File: config.mk
export PLATFORM = sky130hd
export DESIGN_NAME = shr_var
export DESIGN_NICKNAME = d
export VERILOG_FILES = /design/src/rtl/shr_var.sv
export SDC_FILE = /design/constraint.sdc
export NUM_CORES = 1
export LEC_CHECK = 0
export ABC_AREA = 1
export CORE_ASPECT_RATIO = 0.8
export CORE_MARGIN = 2
export CORE_UTILIZATION = 25
export CTS_BUF_LIST = sky130_fd_sc_hd__clkbuf_16
export DETAILED_ROUTE_END_ITERATION = 6
export GPL_TIMING_DRIVEN = 1
export HOLD_SLACK_MARGIN = 0.06
export SETUP_SLACK_MARGIN = 0.02
export SYNTH_ARGS = -nofsm -noshare
export SYNTH_HDL_FRONTEND = slang
export SYNTH_SLANG_ARGS = --single-unit
File: constraint.sdc
create_clock -name CLK -period 1.55 [get_ports CLK]
set_clock_uncertainty 0.15 [all_clocks]
set_input_delay 0.31 -clock CLK [delete_from_list [all_inputs] [get_ports CLK]]
set_output_delay 0.31 -clock CLK [all_outputs]
set_load 0.05 [all_outputs]
File: src/rtl/shr_var.sv
// shr_var: joins a data token and a shift-amount token, shifts the data right
// by STEP bits per clock (logical or arithmetic), emits a one-cycle result pulse.
module shr_var #(
  parameter int N     = 16,
  parameter int STEP  = 1,
  parameter int ARITH = 0
) (
  input  logic         CLK,
  input  logic         RST,
  input  logic         EN,
  input  logic         R_IN_A,
  input  logic [N-1:0] D_IN_A,
  output logic         RDY_A,
  input  logic         R_IN_B,
  input  logic [N-1:0] D_IN_B,
  output logic         RDY_B,
  output logic         R_OUT,
  output logic [N-1:0] D_OUT
);

  localparam int CW = $clog2(N + 1);
  localparam logic [N-1:0]  L_N_DATA = N[N-1:0];
  localparam logic [CW-1:0] L_N_CNT  = N[CW-1:0];
  localparam logic [CW-1:0] L_STEP   = STEP[CW-1:0];

  typedef enum logic {
    COLLECT = 1'b0,
    SHIFT   = 1'b1
  } state_t;

  state_t        r_state;
  logic          r_full_a;
  logic          r_full_b;
  logic [N-1:0]  r_buf_a;
  logic [N-1:0]  r_buf_b;
  logic [N-1:0]  r_acc;
  logic [CW-1:0] r_cnt;
  logic          r_out;
  logic [N-1:0]  r_dout;

  logic          w_acc_a;
  logic          w_acc_b;
  logic [CW-1:0] w_amt;
  logic [CW-1:0] w_k;
  logic [N-1:0]  w_shr;

  assign RDY_A = EN && (r_state == COLLECT) && !r_full_a;
  assign RDY_B = EN && (r_state == COLLECT) && !r_full_b;
  assign R_OUT = r_out;
  assign D_OUT = r_dout;

  assign w_acc_a = RDY_A && R_IN_A;
  assign w_acc_b = RDY_B && R_IN_B;

  // Saturated shift amount, per-cycle step and the shifted accumulator
  always_comb begin
    w_amt = (r_buf_b > L_N_DATA) ? L_N_CNT : r_buf_b[CW-1:0];
    w_k   = (r_cnt < L_STEP) ? r_cnt : L_STEP;
    if (ARITH != 0) begin
      w_shr = $unsigned($signed(r_acc) >>> w_k);
    end else begin
      w_shr = r_acc >> w_k;
    end
  end

  // Token collection, shift sequencing and registered result pulse
  always_ff @(posedge CLK) begin
    if (RST) begin
      r_state  <= COLLECT;
      r_full_a <= 1'b0;
      r_full_b <= 1'b0;
      r_buf_a  <= '0;
      r_buf_b  <= '0;
      r_acc    <= '0;
      r_cnt    <= '0;
      r_out    <= 1'b0;
      r_dout   <= '0;
    end else if (EN) begin
      r_out <= 1'b0;
      case (r_state)
        COLLECT: begin
          if (r_full_a && r_full_b) begin
            r_state <= SHIFT;
            r_acc   <= r_buf_a;
            r_cnt   <= w_amt;
          end else begin
            if (w_acc_a) begin
              r_full_a <= 1'b1;
              r_buf_a  <= D_IN_A;
            end
            if (w_acc_b) begin
              r_full_b <= 1'b1;
              r_buf_b  <= D_IN_B;
            end
          end
        end
        SHIFT: begin
          if (r_cnt != '0) begin
            r_acc <= w_shr;
            r_cnt <= r_cnt - w_k;
          end else begin
            r_dout   <= r_acc;
            r_out    <= 1'b1;
            r_full_a <= 1'b0;
            r_full_b <= 1'b0;
            r_state  <= COLLECT;
          end
        end
        default: r_state <= COLLECT;
      endcase
    end
  end

endmodule

# Yosys cells after proc, flatten, opt, wreduce, memory -nomap -nowiden
# Cells that the tools add are included.
# W data, S select, Z words.
[op_classes]
n_addsub = 1
order_cmp = 2
eq_ne = 6
shift = 1
muxes = 20
bitwise = 3
reduce_logical = 15
[op_table]
columns = ["cell", "count"]
rows = [
  ["$mux W16", 2],
  ["$pmux W16 S2", 1],
  ["$mux W5", 4],
  ["$gt A16 B5 Y1 const B", 1],
  ["$reduce_and A4 Y1", 4],
  ["$shr A16 B5 Y16", 1],
  ["$pmux W5 S2", 1],
  ["$mux W1", 9],
  ["$ne A2 B2 Y1 const B", 4],
  ["$logic_and A1 B1 Y1", 6],
  ["$pmux W1 S2", 3],
  ["$reduce_and A3 Y1", 2],
  ["$lt A5 B1 Y1 const B", 1],
  ["$reduce_bool A5 Y1", 1],
  ["$sub A5 B5 Y5", 1],
  ["$ne A2 B1 Y1 const B", 2],
  ["$not A1 Y1", 3],
  ["$logic_not A1 Y1", 2],
]
[totals]
ff_bits = 73
in_bits = 37
wordCells = 57

# Logic depth before layout (Yosys ltp)
[depth]
depth_word = 7
depth_mapped = 10

# Worst setup path after synthesis
# No wires, ideal clock.
[synth_path]
path_type = "reg-to-reg"
from = "register r_state"
to = "register r_buf_a[10]"
setup_ps = 116
arrival_ps = 1332
required_ps = 1284
setup_slack_ps = -47
stages_incl_launch_ff = 8
n_path_buf = 1
synth_period_minus_slack_ps = 1597
path_cell_list = "dfxtp_1 -> nor2_2 -> inv_2 -> nor2_4 -> nand2_4 -> clkbuf_2 -> o21ai_0 -> nor2_1"
[synth_between]
elab_chain_cells = 5
[synth_lines]
columns = ["item", "line_no", "rtl"]
rows = [
  ["start, declared", "31", "state_t r_state;"],
  ["start signal, assigned", "69", "r_state <= COLLECT;"],
  ["start signal, assigned", "83", "r_state <= SHIFT;"],
  ["start signal, assigned", "106", "r_state <= COLLECT;"],
  ["$not A1 Y1", "-", ""],
  ["$logic_and A1 B1 Y1 (2 in a row)", "47", "assign RDY_A = EN && (r_state == COLLECT) && !r_full_a;"],
  ["via RDY_A", "13", "output logic RDY_A,"],
  ["$logic_and A1 B1 Y1", "52", "assign w_acc_a = RDY_A && R_IN_A;"],
  ["$reduce_and A4 Y1 (no line)", "-", ""],
  ["end signal, assigned", "72", "r_buf_a <= '0;"],
  ["end signal, assigned", "89", "r_buf_a <= D_IN_A;"],
  ["end, declared", "34", "logic [N-1:0] r_buf_a;"],
]
# The timed path passes the listed nets, and every way through them passes these cells.
# A chain may end at the register's enable or synchronous reset.

# Final worst setup path
[layout_path]
from = "register r_state"
to = "output port RDY_A"
[layout_between]
elab_chain_cells = 3
[layout_lines]
columns = ["item", "line_no"]
rows = [
  ["$not A1 Y1", "-"],
  ["$logic_and A1 B1 Y1 (2 in a row)", "47"],
  ["end, declared", "13"],
]
# No other way between the ends.

==> results.md <==
- Critical path data required time: between 1 and 1.5 ns
- Synth Cell Area: approximately 3100 um^2
- Least-Margin Pin Slew: about 0.24 ns
- Full die area: around 13000 um^2
- Period minus WS final: approximately 1.6 ns
- Gr ovfl total: 0
- Delay-heaviest family, CP: flip-flops
- Drt total wl: around 8 mm
- Area leader, netlist: dfxtp_1
- Gpl congestion: about 0.8
- Core area: about 12000 um^2
- Critical setup path kind: reg2out
- Nets@finish: roughly 530
- Initial antenna violation count: 0
- Antenna Nets Post-Route: 0
- Vias in the first global route: 2735
- FF-to-FF Start: r_cnt[1]$_SDFFE_PP0P_
- Min-delay worst type: reg2reg
- Number of synthesized flops with an enable pin: 0
- Relative slew slack: 84.2%
- GRT Overall Usage: 12.8%
- DRC: 0
- Post-place setup slack: -0.538 ns
- Die width: around 130 um
- Site row count: 36
- Final setup vio count: 4
- Max clock buf depth: 2
- Cell mode on critical path: nor2_4
- Layout cells sized above 1: a little under a fifth
- Ys Warns: 0
- Worst-path cell chain: nor2_4 > inv_2 > nor2_4 > buf_12
- Sequential share of the synthesized area: between 40 and 50%
- Die height: approximately 100 um
- Num CTS Buffers: 9
- Mux contribution to synthesized area: 0%
- Largest family of logic cells by synthesized area: simple AND/OR/NAND/NOR gates
- Count of cell types in the netlist: 28
- Drt pass-1 iters: 4
- Critical hold path startpoint: r_buf_b[12]$_SDFFE_PP0P_
- Clock slew at the register clock pins of the worst setup and hold paths: about 0.06 ns
- Largest net degree at the start of global routing: 54
- Top-count cell post-synth: nor2_1
- Final Hold Viols: 0
- Core Util, Final: between 30% and 40%
- PortBufs: between 50 and 60
- WL/cell: approximately 13 um
- Vias: between 2000 and 3000
- Most used DFF post-synth: dfxtp_1
- #FFs+latches synth: 73
- Post-Syn Instances: between 400 and 500
- Share of the synthesized area in the top cell type: 47.8%
- Clock latency at the later pin of the worst-skew pair: between 0.3 and 0.4 ns
- Max-Cap Viols: 0
- Ys async rst share: 0%
- Critical path peak fanout: 2
- Adder-Cell Fraction of Synth Area: less than 1%
- Mean post-synth cell area: between 7 and 8 um^2
- IR drop worst, VDD: roughly 0.00057 V
- DP HPWL: ~5.4 mm
- Synth cell count leaders: 112 x nor2_1, 81 x nand2_1, 73 x dfxtp_1, 57 x o21ai_0, 22 x a21oi_1
- DR iter-0 viols: 130
- Setup ws final: -0.0472 ns
- Total power: roughly 5 mW
- Simple-Gate Fraction of Synth Area: approximately a third
- PwrDens: around 1100 nW/um^2
- R2R depth: 10
- CP startpoint kind: flop
- Antenna diodes: 0
- Cell leakage power: approximately 1.8 nW
- Failing checks: setup timing
- Crit. End Element: output pin
- Critical Path AT: roughly 1.1 ns
- Final Max Slew Viols: 0
- TritonCTS clock tree: done
- Starting density of the core: approximately a quarter
- Outcome: complete, but fails checks
- Worst path max stage delay: roughly 0.36 ns
- Worst path bufs/invs: 2
- I/O pin count: 56
- Area grow syn2layout: 47.9%
- Root Driver: clkbuf_16
- Fmax achieved: about 630 MHz
- CTS Sinks: between 70 and 80
- Global-route wire length before repair: 13.2 mm
- WP depth: 4
- Post-Synth XOR/XNOR Area: 0%
- Synthesized Nets: approximately 460
- Vias/cell: roughly 4.5
- Clock H-tree levels: 3
- Hold path depth: 2
- RSZ-0062 raised after global routing: true
- Compound-Gate Fraction of Synth Area: 13.9%
- Ranking of synthesized cells by area: dfxtp_1 48%, nor2_1 14%, nand2_1 9.9%
- Final period util: 103%
- Slowest CP cell: dfxtp_4
- CP startpoint: r_state$_SDFFE_PP0P_
## cells by family after synthesis
family                     after synthesis
adders and majority gates                1
buffers and inverters                   35
and+or+nand+nor                        227
AOI/OAI and AO/OA                       83
DFF                                     73
## per-layer routing
layer,up-vias,track usage (%),routed length (um)
met5,-,0,0
met4,0,6.09,184
met3,16,2.28,217
met2,51,21.7,3750
met1,1320,16.0,3920
li1,1503,-,-
## placed cells by master (no fill, tap or decap), types with 4 or more instances in the layout
cell type        count
nor2_1             107
nand2_1             80
dfxtp_1             68
o21ai_0             41
clkdlybuf4s50_1     35
buf_12              23
a21oi_1             22
buf_4               19
nand3_1             18
o21ai_1             16
clkbuf_16            9
nor2_4               7
inv_1                7
nor2_2               4
## registers in the layout (all words and copies together) (netlist names)
name	flops
r_cnt	5
r_buf_a	16
R_OUT	1
r_full_b	1
r_full_a	1
r_state	1
D_OUT	16
r_buf_b	16
r_acc	16
## power by group
group,internal [mW],switching [mW]
Sequential,1.95,0.0462
Combinational,0.265,0.293
Clock,1.57,0.817
## worst paths after layout
path                               to  slack, ns
max                             RDY_A      -0.05
min          r_buf_b[12]$_SDFFE_PP0P_       0.32
max reg2reg     r_cnt[4]$_SDFFE_PP0P_      -0.03
min reg2reg  r_buf_b[12]$_SDFFE_PP0P_       0.32
## tightest hold or removal path: stages, from the launching register on
cell	delay [ns]
dfxtp_1	0.29
inv_1	0.07
a21oi_1	0.06
## what timing repair did
item,4_1_cts,5_1_grt
setup endpoints to repair,52,47
gates resized for setup,18,16
setup buffers,5,0
endpoints found under the hold margin,0,0
pin swaps,10,7
hold buffers,0,0
gates cloned,0,0
## per-stage QoR
step                setup TNS, ns  cells  hold WS, ns  cell area, um^2
finish                    -0.0861    646        0.315             4530
CTS                       -0.0889    646        0.307             4500
floorplan                       0    419        0.279             3080
global route               -0.844    646        0.340             4530
detailed placement         -26.82    625        0.299             4070
global placement           -24.72    625        0.296             4070
## area by class of cell
type	count	area [um^2]
Clock inverter	7	119
Tap cell	152	190
Inverter	14	71.3
Clock buffer	9	225
Timing Repair Buffer	80	981
Sequential cell	73	1470
Multi-Input combinational cell	311	1470
Fill cell	1232	7540
Note: power is estimated with default switching activity, not from simulation.
